`src/rtl/btn_conditioner.sv`:
```
// -----------------------------------------------------------------------------
// btn_conditioner
//
// Purpose:
//   Conditions N raw mechanical push-buttons. Each channel is synchronized
//   into the clk domain, debounced by a four-state FSM that demands
//   DB_CYCLES stable cycles before accepting a level change, and produces
//   one-cycle press/release pulses. An optional auto-repeat generator emits
//   periodic pulses while a button is held.
//
// Configuration macro:
//   BTN_COND_AUTOREPEAT_EN - when defined, rep_tick pulses REP_DELAY cycles
//                            after a press and then every REP_PERIOD cycles
//                            while held. When undefined, rep_tick is tied to 0
//                            and no repeat logic exists.
//
// Ports:
//   clk        in   1   sole clock, rising edge
//   reset      in   1   asynchronous, active-high reset
//   btn_raw    in   N   raw asynchronous button levels, 1 = pressed
//   btn_db     out  N   debounced level per channel
//   rise_tick  out  N   one-cycle pulse per accepted press
//   fall_tick  out  N   one-cycle pulse per accepted release
//   rep_tick   out  N   one-cycle auto-repeat pulse (0 without the macro)
// -----------------------------------------------------------------------------
module btn_conditioner #(
  parameter int N          = 3,
  parameter int DB_CYCLES  = 2_000_000,
  parameter int REP_DELAY  = 50_000_000,
  parameter int REP_PERIOD = 10_000_000
) (
  input  logic         clk,
  input  logic         reset,
  input  logic [N-1:0] btn_raw,
  output logic [N-1:0] btn_db,
  output logic [N-1:0] rise_tick,
  output logic [N-1:0] fall_tick,
  output logic [N-1:0] rep_tick
);

  // One counter width serves debounce and repeat timing.
  localparam int MAX_AB = (DB_CYCLES > REP_DELAY) ? DB_CYCLES : REP_DELAY;
  localparam int MAX_C  = (MAX_AB > REP_PERIOD) ? MAX_AB : REP_PERIOD;
  localparam int CW     = (MAX_C > 1) ? $clog2(MAX_C + 1) : 1;

  localparam logic [CW-1:0] DB_LAST = CW'(DB_CYCLES - 1);

  typedef enum logic [1:0] {
    ZERO  = 2'd0,
    WAIT1 = 2'd1,
    ONE   = 2'd2,
    WAIT0 = 2'd3
  } state_t;

  logic [N-1:0] sync1;
  logic [N-1:0] sync2;

  // Two-flop synchronizer on every raw input.
  always_ff @(posedge clk or posedge reset) begin
    if (reset) begin
      sync1 <= '0;
      sync2 <= '0;
    end else begin
      sync1 <= btn_raw;
      sync2 <= sync1;
    end
  end

`ifndef BTN_COND_AUTOREPEAT_EN
  assign rep_tick = '0;
`endif

  for (genvar i = 0; i < N; i++) begin : g_ch
    state_t        state;
    state_t        state_next;
    logic [CW-1:0] cnt;
    logic [CW-1:0] cnt_next;
    logic          db_q;
    logic          db_next;
    logic          rise_q;
    logic          fall_q;
    logic          s;

    assign s = sync2[i];

`ifdef BTN_COND_AUTOREPEAT_EN
    localparam logic [CW-1:0] DLY_LAST = CW'(REP_DELAY - 1);
    localparam logic [CW-1:0] PER_LAST = CW'(REP_PERIOD - 1);

    logic repeating;
    logic repeating_next;
    logic rep_q;
    logic rep_next;
`endif

    // State, counter and registered outputs. Ticks compare the next debounced
    // level against the current one so they coincide with the level change.
    always_ff @(posedge clk or posedge reset) begin
      if (reset) begin
        state  <= ZERO;
        cnt    <= '0;
        db_q   <= 1'b0;
        rise_q <= 1'b0;
        fall_q <= 1'b0;
`ifdef BTN_COND_AUTOREPEAT_EN
        repeating <= 1'b0;
        rep_q     <= 1'b0;
`endif
      end else begin
        state  <= state_next;
        cnt    <= cnt_next;
        db_q   <= db_next;
        rise_q <= db_next & ~db_q;
        fall_q <= ~db_next & db_q;
`ifdef BTN_COND_AUTOREPEAT_EN
        repeating <= repeating_next;
        rep_q     <= rep_next;
`endif
      end
    end

    // Debounce FSM. In ONE the counter is reused as the hold timer for
    // auto-repeat; 'repeating' selects between the initial delay and the
    // repeat period as the terminal count.
    always_comb begin
      state_next = state;
      cnt_next   = cnt;
`ifdef BTN_COND_AUTOREPEAT_EN
      repeating_next = repeating;
      rep_next       = 1'b0;
`endif
      case (state)
        ZERO: begin
          if (s) begin
            state_next = WAIT1;
            cnt_next   = '0;
          end
        end
        WAIT1: begin
          if (!s) begin
            state_next = ZERO;
          end else if (cnt == DB_LAST) begin
            state_next = ONE;
            cnt_next   = '0;
`ifdef BTN_COND_AUTOREPEAT_EN
            repeating_next = 1'b0;
`endif
          end else begin
            cnt_next = cnt + CW'(1);
          end
        end
        ONE: begin
          if (!s) begin
            state_next = WAIT0;
            cnt_next   = '0;
          end else begin
`ifdef BTN_COND_AUTOREPEAT_EN
            if (cnt == (repeating ? PER_LAST : DLY_LAST)) begin
              rep_next       = 1'b1;
              repeating_next = 1'b1;
              cnt_next       = '0;
            end else begin
              cnt_next = cnt + CW'(1);
            end
`endif
          end
        end
        WAIT0: begin
          if (s) begin
            state_next = ONE;
            cnt_next   = '0;
`ifdef BTN_COND_AUTOREPEAT_EN
            repeating_next = 1'b0;
`endif
          end else if (cnt == DB_LAST) begin
            state_next = ZERO;
            cnt_next   = '0;
          end else begin
            cnt_next = cnt + CW'(1);
          end
        end
        default: begin
          state_next = ZERO;
          cnt_next   = '0;
        end
      endcase
      db_next = (state_next == ONE) || (state_next == WAIT0);
    end

    assign btn_db[i]    = db_q;
    assign rise_tick[i] = rise_q;
    assign fall_tick[i] = fall_q;
`ifdef BTN_COND_AUTOREPEAT_EN
    assign rep_tick[i]  = rep_q;
`endif
  end

endmodule

```
`config.mk`:
```
export PLATFORM = sky130hd
export DESIGN_NAME = btn_conditioner
export DESIGN_NICKNAME = d
export VERILOG_FILES = /design/src/rtl/btn_conditioner.sv
export SDC_FILE = /design/constraint.sdc
export NUM_CORES = 1
export LEC_CHECK = 0
export CAP_MARGIN = 15
export CORE_UTILIZATION = 30
export CTS_CLUSTER_DIAMETER = 150
export CTS_CLUSTER_SIZE = 20
export DETAILED_ROUTE_END_ITERATION = 7
export GPL_TIMING_DRIVEN = 0
export PLACE_DENSITY = 0.45
export SLEW_MARGIN = 20
export SYNTH_ARGS = -nofsm -noshare
export SYNTH_HDL_FRONTEND = slang
export SYNTH_SLANG_ARGS = --single-unit
```
`constraint.sdc`:
```
create_clock -name clk -period 6.1 [get_ports clk]
set_input_delay 0.915 -clock clk [delete_from_list [all_inputs] [get_ports clk]]
set_output_delay 0.915 -clock clk [all_outputs]
set_load 0.005 [all_outputs]
```
==> impl_metrics.tcl, run 1 <==
set metrics [dict create \
    use_met1 0.171 \
    ir_drop_mv 0.127 \
    crit_family "buffers and inverters" \
    synth_top_family_by_area "simple AND/OR/NAND/NOR gates" \
    worst-path-stages 2 \
    cts_tree "done" \
    min_period_over_period 0.394 \
    layout_commonest_cell "dfrtp_1" \
    ys_async_sr_fraction 1.00 \
    leakage_uw 0.00261 \
    pwr_density_cell_nw_per_um2 231 \
    globalplace.congestion 0.789 \
    rr_worst_depth 6 \
    synth_area_per_cell_sq_um 9.91 \
    route.detailed.drc 0 \
    synth_cells 506 \
    timing.fmax_ghz 0.416 \
    worst_pin_slew_ns 1.00 \
    clock_latency_ns 0.35 \
    drive_gt1_frac 0.113 \
    cts_resized 0 \
    r2r_end "g_ch[0].cnt[16]" \
    rows 46 \
    reg2reg_from "sync2[0]" \
    clockRootBuffer "clkbuf_16" \
    postLayoutSetupSlackWorst_ns 3.69 \
    cp-start-kind "register" \
    start_util 0.311 \
    yosysSeqAreaShare 0.489 \
    required_ns 5.18 \
    path_clk_slew_ns 0.07 \
    setup.worst_path.end_class "output pin" \
    drv_cap 0 \
    cts_sinks 98 \
    area_growth_pct 14.8 \
    die-area_sq_um 17200 \
    max_slew_margin 0.326 \
    r2r_setup_slack_ns 3.89 \
    cts_made_buffers 9 \
    crit_start "g_ch[0].db_q" \
    grt_max_degree 60 \
    finalHoldViolations 0 \
    htree_levels 3 \
    syn_area_sq_um 5010 \
    ys.flop_type "dfrtp_1" \
    post_cts.repair.setup_buffers 0 \
    grt_pass1_vias 3574 \
    ys_ff_latch 98 \
    slowest_delay_ns 0.50 \
    hpwl_microns 7010 \
    grt_antenna_before_repair 0 \
    synth.area.mux_share 0.00824 \
    outcome "finished clean" \
    setup_viol 0 \
    path_max_fanout 8 \
    yosysWarnings 0 \
    drtIter0Drc 169 \
    yosys.area_share.adder 0.00749 \
    skew_ns 0.0116 \
    dr_total_vias 3584 \
    drt_pass1_iterations 4 \
    holdCritPathClass "reg -> reg" \
    viasPerCell 4.75 \
    cts_buffer_depth 2 \
    cp_num_buf_inv 2 \
    dieWidth_microns 131 \
    path_class "reg -> out" \
    io-pin-count 17 \
    routed_wl_microns 10200 \
    drv_slew 0 \
    tns_ns 0 \
    critPathArrivalTime_ns 1.49 \
    synth_cell_types 60 \
    nets 541 \
    period_needed_ns 2.41 \
    place_ws_ns 3.93 \
    most-common-layout-cells "dfrtp_1, nor2_1, xor2_1, nand2_1, nand4_1" \
    grt_pass1_wl_microns 17800 \
    grt_setup_unrepaired "false" \
    cp-endpoint "btn_db[0]" \
    synth-simple-area-share 0.274 \
    synth-edff-count 0 \
    grt_util_met2 0.200 \
    wl_per_cell_microns 13.5 \
    grt_use_total 0.128 \
    io_buffers 13 \
    synth_xor_area_frac 0.122 \
    die_y_microns 131 \
    final_antenna_net_count 0 \
    use_met3 0.0397 \
    coreArea_sq_um 16100 \
    slowest_stage "dfrtp_1" \
    synth-compound-area-share 0.0494 \
    crit_chain "buf_4, clkdlybuf4s50_1" \
    cts.hold.buffers_added 0 \
    diodes 0 \
    grt-ovfl-total 0 \
    busiest_layer "met2" \
]
## final cells by class
cell class / count / area [sq um]
flip-flops and latches: 98 / 2450
well taps: 216 / 270
clock buffers: 10 / 239
fillers: 1633 / 10400
plain buffers: 25 / 175
multi-input cells: 367 / 2330
clock inverters: 6 / 65.1
inverters: 18 / 72.6
repair buffers: 14 / 158
## routing by layer
layer / share of wire / routed length [microns]
met1: 0.49 / 4990
met2: 0.46 / 4730
met3: 0.034 / 349
met4: 0.011 / 113
met5: 0 / 0
## Yosys cell counts, drive strengths merged, types with 2 or more instances
library cell  instances  area [sq um]
and2                  7          43.8
o21ai                 5          25.0
o31ai                 4          30.0
inv                  18          67.6
xnor2                12           105
or4b                  2          23.8
nand3                29           145
or3                   3          18.8
nand4                33           228
nand2                38           143
nor4b                 6          52.6
a21oi                10          53.8
xor2                 58           508
mux2i                 3          30.0
and3                 10          65.1
dfrtp                98          2450
nor3                 15           103
clkbuf                4          15.0
and4                  8          72.6
a211oi                2          27.5
and3b                 3          30.0
buf                  21           160
nor2                 84           318
ha                    3          37.5
nor4                 11           103
## where the power goes
part / internal [uW] / switching, uW
Sequential: 663 / 15.8
Clock: 330 / 253
Combinational: 25.9 / 42.4
## state kept, by name, summed over array words and instances (netlist names)
register / count
g_ch.cnt: 78
g_ch.db_q: 3
g_ch.fall_q: 3
g_ch.rise_q: 3
g_ch.state: 5
sync1: 3
sync2: 3
## kinds of logic (layout without fill, tap and decap cells)
family                   after synthesis  in the layout
XOR/XNOR                              70             70
AO/OA/AOI/OAI                         34             34
multiplexers                           4              4
buffers and inverters                 43             73
flip-flops                            98             98
other                                  1              3
AND/OR/NAND/NOR                      253            253
adder cells (fa/ha/maj)                3              3
## stage by stage
stage | utilization | hold slack, ns | total power (uW) | cells | instance area (sq um)
finish | 0.357 | 0.354 | 1330 | 754 | 5760
global route | 0.357 | 0.360 | 1390 | 754 | 5760
CTS | 0.357 | 0.355 | 1360 | 754 | 5760
detailed placement | 0.338 | 0.340 | 761 | 738 | 5450
global placement | 0.336 | 0.333 | 756 | 737 | 5420
floorplan | - | 0.331 | 738 | 508 | 5020
## worst min-delay path by stage
| stage | startpoint | end | slack, ns | depth (start not counted) |
|---|---|---|---|---|
| global placement | sync1[0] | sync2[0] | 0.33 | 0 |
| global route | sync1[0] | sync2[0] | 0.36 | 0 |
| finish | sync1[1] | sync2[1] | 0.35 | 0 |
| CTS | sync1[1] | sync2[1] | 0.35 | 0 |
| floorplan | sync1[0] | sync2[0] | 0.33 | 0 |
| detailed placement | sync1[1] | sync2[1] | 0.34 | 0 |
(Power assumes the default switching activity.)
==> inputs of run 2 (changes only) <==
clock period = 2.4 ns   (was 6.1 ns; I/O delays follow)
==> impl_metrics.tcl, run 2 (synthesis results as in run 1) <==
set metrics [dict create \
    outcome "finished clean" \
    grt_antenna_before_repair 0 \
    hpwl_microns 7040 \
    tns_ns 0 \
    drtIter0Drc 190 \
    viasPerCell 4.76 \
    cts_buffer_depth 2 \
    dieWidth_microns 131 \
    drv_cap 0 \
    rows 46 \
    cts_made_buffers 9 \
    grt_util_met2 0.189 \
    layout_commonest_cell "dfrtp_1" \
    holdCritPathClass "reg -> reg" \
    max_slew_margin 0.324 \
    route.detailed.drc 0 \
    path_clk_slew_ns 0.06 \
    worst_pin_slew_ns 1.01 \
    grt_setup_unrepaired "false" \
    top_regs "g_ch.cnt (78), g_ch.state (5)" \
    timing.fmax_ghz 0.454 \
    drv_slew 0 \
    path_max_fanout 9 \
    drive_gt1_frac 0.113 \
    diodes 0 \
    pwr_density_cell_nw_per_um2 590 \
    clock_latency_ns 0.35 \
    routed_wl_microns 9940 \
    grt_use_total 0.125 \
    htree_levels 3 \
    io_buffers 13 \
    grt_max_degree 34 \
    ir_drop_mv 0.353 \
    grt_pass1_wl_microns 17500 \
    finalHoldViolations 0 \
    skew_ns 0.00871 \
    nets 543 \
    dr_total_vias 3595 \
    clockRootBuffer "clkbuf_16" \
    most-common-layout-cells "dfrtp_1, nor2_1, xor2_1, nand2_1, nand4_1" \
    drt_pass1_iterations 4 \
    path_class "reg -> reg" \
    post_cts.repair.setup_buffers 0 \
    setup_viol 0 \
    area_growth_pct 15.9 \
    start_util 0.311 \
    cts_tree "done" \
    leakage_uw 0.00262 \
    io-pin-count 17 \
    cts_sinks 98 \
    setup.worst_path.end_class "register" \
    coreArea_sq_um 16100 \
    min_period_over_period 0.917 \
    use_met1 0.173 \
    largest_reg_flops 78 \
    required_ns 2.63 \
    cp-start-kind "register" \
    grt_pass1_vias 3524 \
    final_antenna_net_count 0 \
    wl_per_cell_microns 13.2 \
    period_needed_ns 2.20 \
    grt-ovfl-total 0 \
    critPathArrivalTime_ns 2.44 \
    busiest_layer "met2" \
    top_register "g_ch.cnt" \
    die-area_sq_um 17200 \
    die_y_microns 131 \
    use_met3 0.0201 \
    place_ws_ns 0.212 \
    postLayoutSetupSlackWorst_ns 0.198 \
    globalplace.congestion 0.790 \
]
## run 2: cell types whose count changed in the layout (fill, tap and decap cells not counted), sizes merged
| cell | change |
|---|---|
| buf | +2 |
| clkinv | -2 |
| clkinvlp | +2 |
| inv | -2 |
| bufinv | +1 |
## run 2: layout make-up
class | instances | area, sq um
Buffer | 25 | 175
Clock buffer | 10 | 229
Clock inverter | 5 | 80.1
Timing Repair Buffer | 16 | 198
Fill cell | 1682 | 10300
Inverter | 18 | 71.3
Multi-Input combinational cell | 367 | 2330
Tap cell | 216 | 270
Sequential cell | 98 | 2450
## run 2: layer usage
metal / wire, microns / up-vias
li1: - / 1798
met1: 4970 / 1747
met2: 4510 / 38
met3: 234 / 12
met4: 223 / 0
met5: 0 / -
## run 2: final timing paths
kind / from / to / slack, ns / cells after the start
max: sync2[0] / g_ch[0].cnt[16] / 0.20 / 6
min: sync1[0] / sync2[0] / 0.35 / 0
max reg2reg: sync2[0] / g_ch[0].cnt[16] / 0.20 / 6
min reg2reg: sync1[0] / sync2[0] / 0.35 / 0
max in group asynchronous: reset / g_ch[1].cnt[14] / 1.53 / 3
min in group asynchronous: reset / sync2[2] / 0.36 / 2
## run 2: critical path: stages (launching register included)
cell and delay, ns:
dfrtp_1 0.46, and3b_1 0.21, clkbuf_1 0.19, nor4_2 0.75, nand4_1 0.22, xor2_1 0.20, nor2_1 0.06
## run 2: stage by stage
stage                     cell area (sq um)  hold slack [ns]  power [uW]  utilization  cells
final                                  5810            0.350        3430        0.361    755
after global routing                   5810            0.372        3590        0.361    755
after CTS                              5800            0.353        3500        0.360    755
after detailed placement               5490            0.338        1940        0.341    740
after global placement                 5430            0.333        1920        0.337    737
after floorplan                        5020            0.331        1880            -    508
## run 2: where the power goes
part	internal, uW	switching (uW)
clock network	906	619
registers	1690	39.2
logic	71.9	109
## run 2: what timing repair did
action | CTS | global route
endpoints found under the setup margin | 0 | 4
hold buffers | 0 | 0
gates resized for setup | 0 | 1
==> inputs of run 3 (changes only) <==
SLEW_MARGIN = unset   (was 20)
==> impl_metrics.tcl, run 3 (synthesis results as in run 1) <==
set metrics [dict create \
    outcome "finished clean" \
    max_slew_margin 0.306 \
    layout_commonest_cell "dfrtp_1" \
    htree_levels 3 \
    drt_pass1_iterations 6 \
    ir_drop_mv 0.367 \
    path_class "reg -> reg" \
    grt_use_total 0.124 \
    cts_tree "done" \
    drive_gt1_frac 0.113 \
    start_util 0.311 \
    timing.fmax_ghz 0.453 \
    die_y_microns 131 \
    die-area_sq_um 17200 \
    grt_pass1_vias 3560 \
    slowest_delay_ns 0.78 \
    required_ns 2.63 \
    holdCritPathClass "reg -> reg" \
    cp_num_buf_inv 1 \
    route.detailed.drc 0 \
    cts_made_buffers 9 \
    cts_buffer_depth 2 \
    place_inst 739 \
    cts.hold.buffers_added 0 \
    clockRootBuffer "clkbuf_16" \
    routed_wl_microns 9950 \
    diodes 0 \
    wl_per_cell_microns 13.2 \
    power_uw 3550 \
    worst-path-stages 6 \
    worst_pin_slew_ns 1.03 \
    grt_antenna_before_repair 0 \
    rr_worst_depth 6 \
    reg2reg_from "sync2[0]" \
    min_period_over_period 0.920 \
    grt_max_degree 35 \
    crit_family "simple AND/OR/NAND/NOR gates" \
    dr_total_vias 3632 \
    slowest_stage "nor4_2" \
    most-common-layout-cells "dfrtp_1, nor2_1, xor2_1, nand2_1, nand4_1" \
    dieWidth_microns 131 \
    viasPerCell 4.82 \
    io-pin-count 17 \
    r2r_end "g_ch[0].cnt[16]" \
    grt-ovfl-total 0 \
    rows 46 \
    drv_cap 0 \
    setup_viol 0 \
    top_regs "g_ch.cnt (78), g_ch.state (5)" \
    period_needed_ns 2.21 \
    skew_ns 0.00657 \
    drv_slew 0 \
    clock_latency_ns 0.35 \
    largest_reg_flops 78 \
    grt_pass1_wl_microns 17500 \
    path_max_fanout 9 \
    path_clk_slew_ns 0.06 \
    nets 542 \
    setup.worst_path.end_class "register" \
    pwr_density_cell_nw_per_um2 610 \
    leakage_uw 0.00263 \
    top_register "g_ch.cnt" \
    cp-start-kind "register" \
    io_buffers 13 \
    fin_cells 754 \
    area_growth_pct 16.0 \
    final_antenna_net_count 0 \
    critPathArrivalTime_ns 2.44 \
    globalplace.congestion 0.790 \
    grt_setup_unrepaired "false" \
    hpwl_microns 7060 \
    drtIter0Drc 239 \
    r2r_setup_slack_ns 0.19 \
    coreArea_sq_um 16100 \
    finalHoldViolations 0 \
    crit_start "sync2[0]" \
    crit_chain "and3b_1, clkbuf_1, nor4_2, nand4_1, xor2_1, nor2_1" \
    whs_ns 0.351 \
    cp-endpoint "g_ch[0].cnt[16]" \
    cts_sinks 98 \
]
==> run 3: cell types whose count changed in the layout (fill, tap and decap cells not counted), sizes merged <==
cell | previous run | this run
buf | 24 | 23
bufinv | 2 | 3
clkinvlp | 3 | 2
==> run 3: timing repair <==
item	in CTS	in global routing
gates resized for setup	0	1
setup buffers	0	0
endpoints found under the setup margin	0	3
==> run 3: through the flow <==
stage	util	cell area [sq um]	TNS, ns	worst slack (ns)
2_1_floorplan	-	5020	0	0.514
3_3_place_gp	0.337	5430	-22.47	-0.237
3_5_place_dp	0.339	5470	0	0.174
4_1_cts	0.360	5810	0	0.142
5_1_grt	0.361	5820	0	0.000976
6_report	0.361	5820	0	0.193
==> run 3: per-layer routing <==
layer	GRT usage	vias to the layer above	part of all wire
met5	0	-	0
met4	0.0601	0	0.020
met3	0.0208	13	0.024
met2	0.188	41	0.45
met1	0.172	1768	0.50
li1	-	1810	-
==> run 3: final cells by class <==
class                           count  area, sq um
Buffer                             25          175
Clock buffer                       10          239
Clock inverter                      5          103
Fill cell                        1652        10300
Inverter                           18         71.3
Multi-Input combinational cell    367         2330
Sequential cell                    98         2450
Tap cell                          216          270
Timing Repair Buffer               15          170
==> run 3: power breakdown <==
| group | total (uW) | switching [uW] | internal (uW) |
|---|---|---|---|
| clock network | 1650 | 608 | 1040 |
| registers | 1720 | 39.2 | 1690 |
| logic | 177 | 109 | 67.4 |
==> run 3: worst reg2reg max path, delay by kind of cell (launching register included) <==
family | cells | cell delay (ns)
xor+xnor | 1 | 0.19
simple gates | 4 | 1.27
buf+inv | 1 | 0.19
flops | 1 | 0.46
==> run 3: worst min path at each step <==
stage / start / to / slack [ns] / cells past startpoint
CTS: sync1[0] / sync2[0] / 0.35 / 0
global placement: sync1[0] / sync2[0] / 0.33 / 0
detailed placement: sync1[0] / sync2[0] / 0.34 / 0
global route: sync1[2] / sync2[2] / 0.36 / 0
floorplan: sync1[0] / sync2[0] / 0.33 / 0
finish: sync1[0] / sync2[0] / 0.35 / 0
